$ cat src/rtl/trace_fmt_pkg.sv
// Shared constants, FSM encoding and ASCII helpers for the trace formatter.
package trace_fmt_pkg;

  localparam logic [7:0] CH_CARET  = 8'h5e;
  localparam logic [7:0] CH_AT     = 8'h40;
  localparam logic [7:0] CH_COLON  = 8'h3a;
  localparam logic [7:0] CH_DOLLAR = 8'h24;
  localparam logic [7:0] CH_STAR   = 8'h2a;
  localparam logic [7:0] CH_LT     = 8'h3c;
  localparam logic [7:0] CH_EQ     = 8'h3d;
  localparam logic [7:0] CH_HASH   = 8'h23;
  localparam logic [7:0] CH_SPACE  = 8'h20;
  localparam logic [7:0] CH_ZERO   = 8'h30;
  localparam logic [7:0] CH_A      = 8'h61;

  localparam logic [13:0] TIME_MAX = 14'd9999;

  typedef enum logic [3:0] {
    S_IDLE, S_CONV, S_CARET, S_TIME, S_AT, S_PC, S_COLON, S_SPC1,
    S_TAG, S_OPND, S_SPC2, S_LT, S_EQ, S_SPC3, S_DATA, S_HASH
  } state_t;

  function automatic logic [7:0] nib2hex(input logic [3:0] n);
    return (n < 4'd10) ? (CH_ZERO + {4'd0, n}) : (CH_A + {4'd0, n} - 8'd10);
  endfunction

  function automatic logic [7:0] dec2ascii(input logic [3:0] d);
    return CH_ZERO + {4'd0, d};
  endfunction

  // Index 0 selects the most significant nibble of the word.
  function automatic logic [3:0] nib_sel(input logic [31:0] w, input logic [2:0] i);
    return w[{~i, 2'b00} +: 4];
  endfunction

endpackage

$ cat src/rtl/trace_formatter_bin2bcd.sv
// Sequential 14-bit binary to 4-digit BCD converter (shift/add-3), 14 steps after start.
module bin2bcd (
  input  logic        clk,
  input  logic        reset,
  input  logic        start,
  input  logic [13:0] bin,
  output logic [15:0] bcd,
  output logic        done
);

  logic [13:0] r_bin;
  logic [15:0] r_bcd;
  logic [3:0]  r_cnt;
  logic        r_done;
  logic [15:0] w_adj;

  for (genvar gi = 0; gi < 4; gi++) begin : g_adj
    assign w_adj[gi*4 +: 4] = (r_bcd[gi*4 +: 4] >= 4'd5) ? (r_bcd[gi*4 +: 4] + 4'd3)
                                                         : r_bcd[gi*4 +: 4];
  end

  always_ff @(posedge clk) begin
    if (reset) begin
      r_bin  <= '0;
      r_bcd  <= '0;
      r_cnt  <= '0;
      r_done <= 1'b0;
    end else begin
      r_done <= 1'b0;
      if (start) begin
        r_bin <= bin;
        r_bcd <= '0;
        r_cnt <= 4'd14;
      end else if (r_cnt != 4'd0) begin
        {r_bcd, r_bin} <= {w_adj[14:0], r_bin, 1'b0};
        r_cnt          <= r_cnt - 4'd1;
        if (r_cnt == 4'd1) r_done <= 1'b1;
      end
    end
  end

  assign bcd  = r_bcd;
  assign done = r_done;

endmodule

$ cat src/rtl/trace_formatter.sv
// Serialises one write-back trace record into an ASCII character stream over valid/ready.
module trace_formatter
  import trace_fmt_pkg::*;
#(
  parameter int SPACES_AFTER_COLON = 1
) (
  input  logic        clk,
  input  logic        reset,
  input  logic        in_valid,
  output logic        in_ready,
  input  logic        in_kind,
  input  logic [13:0] in_time,
  input  logic [31:0] in_pc,
  input  logic [4:0]  in_reg,
  input  logic [31:0] in_addr,
  input  logic [31:0] in_data,
  output logic [7:0]  char_out,
  output logic        char_valid,
  input  logic        char_ready,
  output logic        busy,
  output logic        rec_done
);

  localparam bit         SP_NONE = (SPACES_AFTER_COLON == 0);
  localparam logic [2:0] SP_LAST = 3'(SPACES_AFTER_COLON - 1);

  state_t      r_state;
  logic [2:0]  r_idx;
  logic [7:0]  r_char;
  logic        r_rec_done;
  logic        r_kind;
  logic [31:0] r_pc;
  logic [4:0]  r_reg;
  logic [31:0] r_addr;
  logic [31:0] r_data;

  state_t      w_state_next;
  logic [2:0]  w_idx_next;
  logic [7:0]  w_char_next;
  logic        w_accept;
  logic        w_xfer;
  logic [13:0] w_time_sat;
  logic [15:0] w_bcd;
  logic        w_bcd_done;
  logic [2:0]  w_time_first;
  logic [3:0]  w_time_digit;
  logic [3:0]  w_tens;
  logic [3:0]  w_ones;

  assign in_ready   = (r_state == S_IDLE);
  assign busy       = !in_ready;
  assign char_valid = (r_state != S_IDLE) && (r_state != S_CONV);
  assign char_out   = r_char;
  assign rec_done   = r_rec_done;
  assign w_accept   = in_valid && in_ready;
  assign w_xfer     = char_valid && char_ready;
  assign w_time_sat = (in_time > TIME_MAX) ? TIME_MAX : in_time;

  bin2bcd u_bin2bcd (
    .clk   (clk),
    .reset (reset),
    .start (w_accept),
    .bin   (w_time_sat),
    .bcd   (w_bcd),
    .done  (w_bcd_done)
  );

  // Leading-zero suppression: start the digit index at the first non-zero BCD digit.
  assign w_time_first = (w_bcd[15:12] != 4'd0) ? 3'd0 :
                        (w_bcd[11:8]  != 4'd0) ? 3'd1 :
                        (w_bcd[7:4]   != 4'd0) ? 3'd2 : 3'd3;
  assign w_time_digit = w_bcd[{~w_idx_next[1:0], 2'b00} +: 4];

  always_comb begin
    if (r_reg >= 5'd30) begin
      w_tens = 4'd3;
      w_ones = 4'(r_reg - 5'd30);
    end else if (r_reg >= 5'd20) begin
      w_tens = 4'd2;
      w_ones = 4'(r_reg - 5'd20);
    end else if (r_reg >= 5'd10) begin
      w_tens = 4'd1;
      w_ones = 4'(r_reg - 5'd10);
    end else begin
      w_tens = 4'd0;
      w_ones = 4'(r_reg);
    end
  end

  always_comb begin
    w_state_next = r_state;
    w_idx_next   = r_idx;
    case (r_state)
      S_IDLE: if (w_accept) w_state_next = S_CONV;
      S_CONV: if (w_bcd_done) w_state_next = S_CARET;
      default: begin
        if (w_xfer) begin
          w_idx_next = r_idx + 3'd1;
          case (r_state)
            S_CARET: begin w_state_next = S_TIME; w_idx_next = w_time_first; end
            S_TIME:  if (r_idx == 3'd3) w_state_next = S_AT;
            S_AT:    begin w_state_next = S_PC; w_idx_next = 3'd0; end
            S_PC:    if (r_idx == 3'd7) w_state_next = S_COLON;
            S_COLON: begin w_state_next = SP_NONE ? S_TAG : S_SPC1; w_idx_next = 3'd0; end
            S_SPC1:  if (r_idx == SP_LAST) w_state_next = S_TAG;
            S_TAG: begin
              w_state_next = S_OPND;
              w_idx_next   = (r_kind || w_tens != 4'd0) ? 3'd0 : 3'd1;
            end
            S_OPND:  if (r_kind ? (r_idx == 3'd7) : (r_idx == 3'd1)) w_state_next = S_SPC2;
            S_SPC2:  w_state_next = S_LT;
            S_LT:    w_state_next = S_EQ;
            S_EQ:    w_state_next = S_SPC3;
            S_SPC3:  begin w_state_next = S_DATA; w_idx_next = 3'd0; end
            S_DATA:  if (r_idx == 3'd7) w_state_next = S_HASH;
            default: w_state_next = S_IDLE;
          endcase
        end
      end
    endcase
  end

  always_comb begin
    w_char_next = 8'h00;
    case (w_state_next)
      S_CARET: w_char_next = CH_CARET;
      S_TIME:  w_char_next = dec2ascii(w_time_digit);
      S_AT:    w_char_next = CH_AT;
      S_PC:    w_char_next = nib2hex(nib_sel(r_pc, w_idx_next));
      S_COLON: w_char_next = CH_COLON;
      S_SPC1, S_SPC2, S_SPC3: w_char_next = CH_SPACE;
      S_TAG:   w_char_next = r_kind ? CH_STAR : CH_DOLLAR;
      S_OPND:  w_char_next = r_kind ? nib2hex(nib_sel(r_addr, w_idx_next))
                                    : dec2ascii((w_idx_next == 3'd0) ? w_tens : w_ones);
      S_LT:    w_char_next = CH_LT;
      S_EQ:    w_char_next = CH_EQ;
      S_DATA:  w_char_next = nib2hex(nib_sel(r_data, w_idx_next));
      S_HASH:  w_char_next = CH_HASH;
      default: w_char_next = 8'h00;
    endcase
  end

  always_ff @(posedge clk) begin
    if (reset) begin
      r_state    <= S_IDLE;
      r_idx      <= '0;
      r_char     <= '0;
      r_rec_done <= 1'b0;
      r_kind     <= 1'b0;
      r_pc       <= '0;
      r_reg      <= '0;
      r_addr     <= '0;
      r_data     <= '0;
    end else begin
      r_state    <= w_state_next;
      r_idx      <= w_idx_next;
      r_char     <= w_char_next;
      r_rec_done <= w_xfer && (r_state == S_HASH);
      if (w_accept) begin
        r_kind <= in_kind;
        r_pc   <= in_pc;
        r_reg  <= in_reg;
        r_addr <= in_addr;
        r_data <= in_data;
      end
    end
  end

endmodule

$ cat config.mk
export PLATFORM = sky130hd
export DESIGN_NAME = trace_formatter
export DESIGN_NICKNAME = d
export VERILOG_FILES = /design/src/rtl/trace_fmt_pkg.sv /design/src/rtl/trace_formatter_bin2bcd.sv /design/src/rtl/trace_formatter.sv
export SDC_FILE = /design/constraint.sdc
export NUM_CORES = 1
export LEC_CHECK = 0
export CORE_MARGIN = 4
export CORE_UTILIZATION = 30
export CTS_CLUSTER_DIAMETER = 80
export DETAILED_ROUTE_END_ITERATION = 10
export PLACE_DENSITY = 0.54
export SKIP_LAST_GASP = 1
export SYNTH_ARGS = -nofsm -noshare
export SYNTH_HDL_FRONTEND = slang
export SYNTH_SLANG_ARGS = --single-unit
$ cat constraint.sdc
create_clock -name clk -period 6.6 [get_ports clk]
set_clock_uncertainty 0.1 [all_clocks]
set_input_delay 1.98 -clock clk [delete_from_list [all_inputs] [get_ports clk]]
set_output_delay 1.98 -clock clk [all_outputs]
set_load 0.02 [all_outputs]
==> out/summary.txt <==
Final setup viols - 0
Cell taking the most area after synthesis - dfxtp_1
Adder-Cell Fraction of Synth Area - 3.48%
Starting density of the core - 30.4%
Setup TNS Final - 0 ps
Clock sinks - 152
Global-route wire length before repair - 38,500 um
EDFF count, synth - 0
Synth top area share - 37.1%
I/O pins - 132
Wire per inst - 16.2 um
Fin nets - 1,275
Die ar. - 30,000 um^2
Worst-skew pair later-pin latency - 430 ps
Final cycle utilization of the critical path - 79.7%
TritonCTS clock tree - built
Slew @ Worst Pin - 1110 ps
Worst Hold Class - reg2reg
# resized after CTS - 0
Syn-to-layout area delta - 24.9%
Avg Vias per Cell - 5.09
Syn_nets - 1,191
Main synth FF type - dfxtp_1
Avg Inst Size Synth - 7.82 um^2
Post-layout instance count excluding filler cells - 1,487
Share of layout cells above drive strength 1 - 6.98%
Async set-reset flop share out of synthesis - 0%
Synth Register Bits - 152
Compound-Gate Fraction of Synth Area - 21.4%
Largest family of logic cells by synthesized area - simple AND/OR/NAND/NOR gates
Max_cap viols - 0
VDD IR-drop max - 0.000129 V
Post-Syn Instances - 1,049
Post-synth top cells - 276 x nand2_1, 156 x a21oi_1, 152 x dfxtp_1, 55 x clkbuf_1, 53 x nor2_1
Fillers - 2,777
Antenna violations before repair - 0
Yosys cell types - 77
Synth area leaders - dfxtp_1 37%, nand2_1 13%, a21oi_1 9.5%, mux2i_1 5.0%, ha_1 3.4%
Detailed placement HPWL - 17,500 um
Post-CTS setup buffer count - 0
Reg clk slew, reported paths - 60 ps
WL final - 24,200 um
Chip width - 173 um
Multiplexer area fraction after synthesis - 8.99%
CTS Hold Buffers Added - 0
CP max FO - 10
Std-Cell Core Area - 27,000 um^2
H-tree level count - 4
Largest registers - r_addr x32, r_data x32, r_pc x32
Crit path arrival time - 5530 ps
Post-route ant nets - 0
Diodes inserted - 0
Largest net degree at the start of global routing - 95
Synth Area in Simple Gates - 22.3%
GR Overflow Total - 0
Die boundary height - 173 um
Pins over their slew limit - 0
Cell Area, Synth - 8200 um^2
CTS max path bufs - 2
RSZ-0062 raised after global routing - false
Pre-antenna DRT Iters - 6
Peak Freq - 190 MHz
Site Rows - 60
Post-Synth XOR/XNOR Area - 0.748%
FF-to-FF setup slack - 2570 ps
GRT Overall Usage - 15.6%
Most frequent cell after synthesis - nand2_1
CTS root buffer - clkbuf_16
P per Cell Area - 225 nW/um^2
Port Buffers - 130
Final Hold Viols - 0
CP required - 6870 ps
Number of global-route vias before repair - 7,163
Crit path kind - in2reg
Placed Cells - 1,455
Sequential-to-total area share from yosys stat - 37.1%
P_leak - 3.88 nW
Final min period - 5260 ps
Synth warnings - 0
Via count - 7,575
Status - complete, no violations
Final Wtd Congestion - 0.854
Slew margin rel. - 25.6%
CTS buffer count - 17
Startpoint class of the critical path - input pin
Worst Setup End Kind - flip-flop
Iteration-0 DRC Markers - 599
DRC - 0
-- through the flow --
step	area, um^2	worst slack, ps	total power [mW]	hold slack [ps]	util [%]
2_1_floorplan	8200	1720	1.22	333	-
3_3_place_gp	9670	1040	1.36	343	35.9
3_5_place_dp	9670	937	1.37	349	35.9
4_1_cts	10200	1390	2.32	358	38.0
5_1_grt	10200	1200	2.40	371	38.0
6_report	10200	1340	2.30	355	38.0
-- worst paths after layout --
path         cells after the start                endpoint             startpoint
max reg2reg                     11  char_out[4]$_SDFF_PP0_  r_state[3]$_SDFF_PP0_
min reg2reg                      2   r_pc[16]$_SDFFE_PP0P_  r_pc[16]$_SDFFE_PP0P_
max                             13  char_out[4]$_SDFF_PP0_             char_ready
min                              2   r_pc[16]$_SDFFE_PP0P_  r_pc[16]$_SDFFE_PP0P_
-- power breakdown --
part | switching, mW | internal, mW
registers | 0.0456 | 0.971
clock network | 0.415 | 0.543
logic | 0.179 | 0.147
total | 0.640 | 1.66
-- layout by cell type, fill, tap and decap left out, types with 3 or more instances in the layout --
master,n
clkbuf_16,17
o22ai_1,3
nand2b_1,14
inv_1,31
nor2_1,53
nor3b_1,8
buf_4,12
a311oi_2,3
a21o_1,7
xnor2_1,6
and2_1,5
nor2b_1,6
a31oi_1,14
clkinv_4,4
clkinv_2,4
a21oi_1,156
nor3_1,11
o211ai_1,3
a21oi_4,3
nand2_1,275
nand4_1,6
nand3_1,15
mux2i_1,41
nand3b_1,4
a211oi_1,16
ha_1,22
o21ai_0,27
mux4_2,11
mux2_1,4
and3_1,3
dfxtp_1,152
o22a_1,3
a311oi_1,9
mux2_2,3
clkdlybuf4s50_1,129
o31ai_1,5
o21ai_1,3
a32o_1,4
-- metal layers --
layer / vias up / global-route usage, % / wire length (um)
li1: 3819 / - / -
met1: 3563 / 21.8 / 11600
met2: 172 / 25.5 / 11400
met3: 21 / 2.60 / 978
met4: 0 / 3.56 / 246
met5: - / 0 / 0
-- area by class of cell --
class	instances	area, um^2	area share (%)
Multi-Input combinational cell	790	4700	45.9
Tap cell	341	427	4.17
Inverter	31	116	1.14
Clock inverter	13	121	1.18
Sequential cell	152	3040	29.7
Clock buffer	19	453	4.42
Timing Repair Buffer	141	1380	13.5
-- worst max-delay path, stage by stage --
cell	delay [ps]
clkdlybuf4s50_1	630
nand4_1	190
a21oi_1	80
or4_4	610
a21o_1	320
mux2_2	330
a31oi_1	240
and2_1	170
ha_1	180
o21ai_1	90
a21o_1	190
a2111oi_2	360
a311o_1	170
-- kinds of logic (layout without fill, tap and decap cells) --
family                     Yosys count  count (layout)
and+or+nand+nor                    419             419
xor gates and xnor gates             7               7
AOI/OAI and AO/OA                  281             281
DFF                                152             152
other                                1               1
adders and majority gates           23              23
muxes                               59              59
buffers and inverters              107             204
Note: power is estimated with default switching activity, not from simulation.
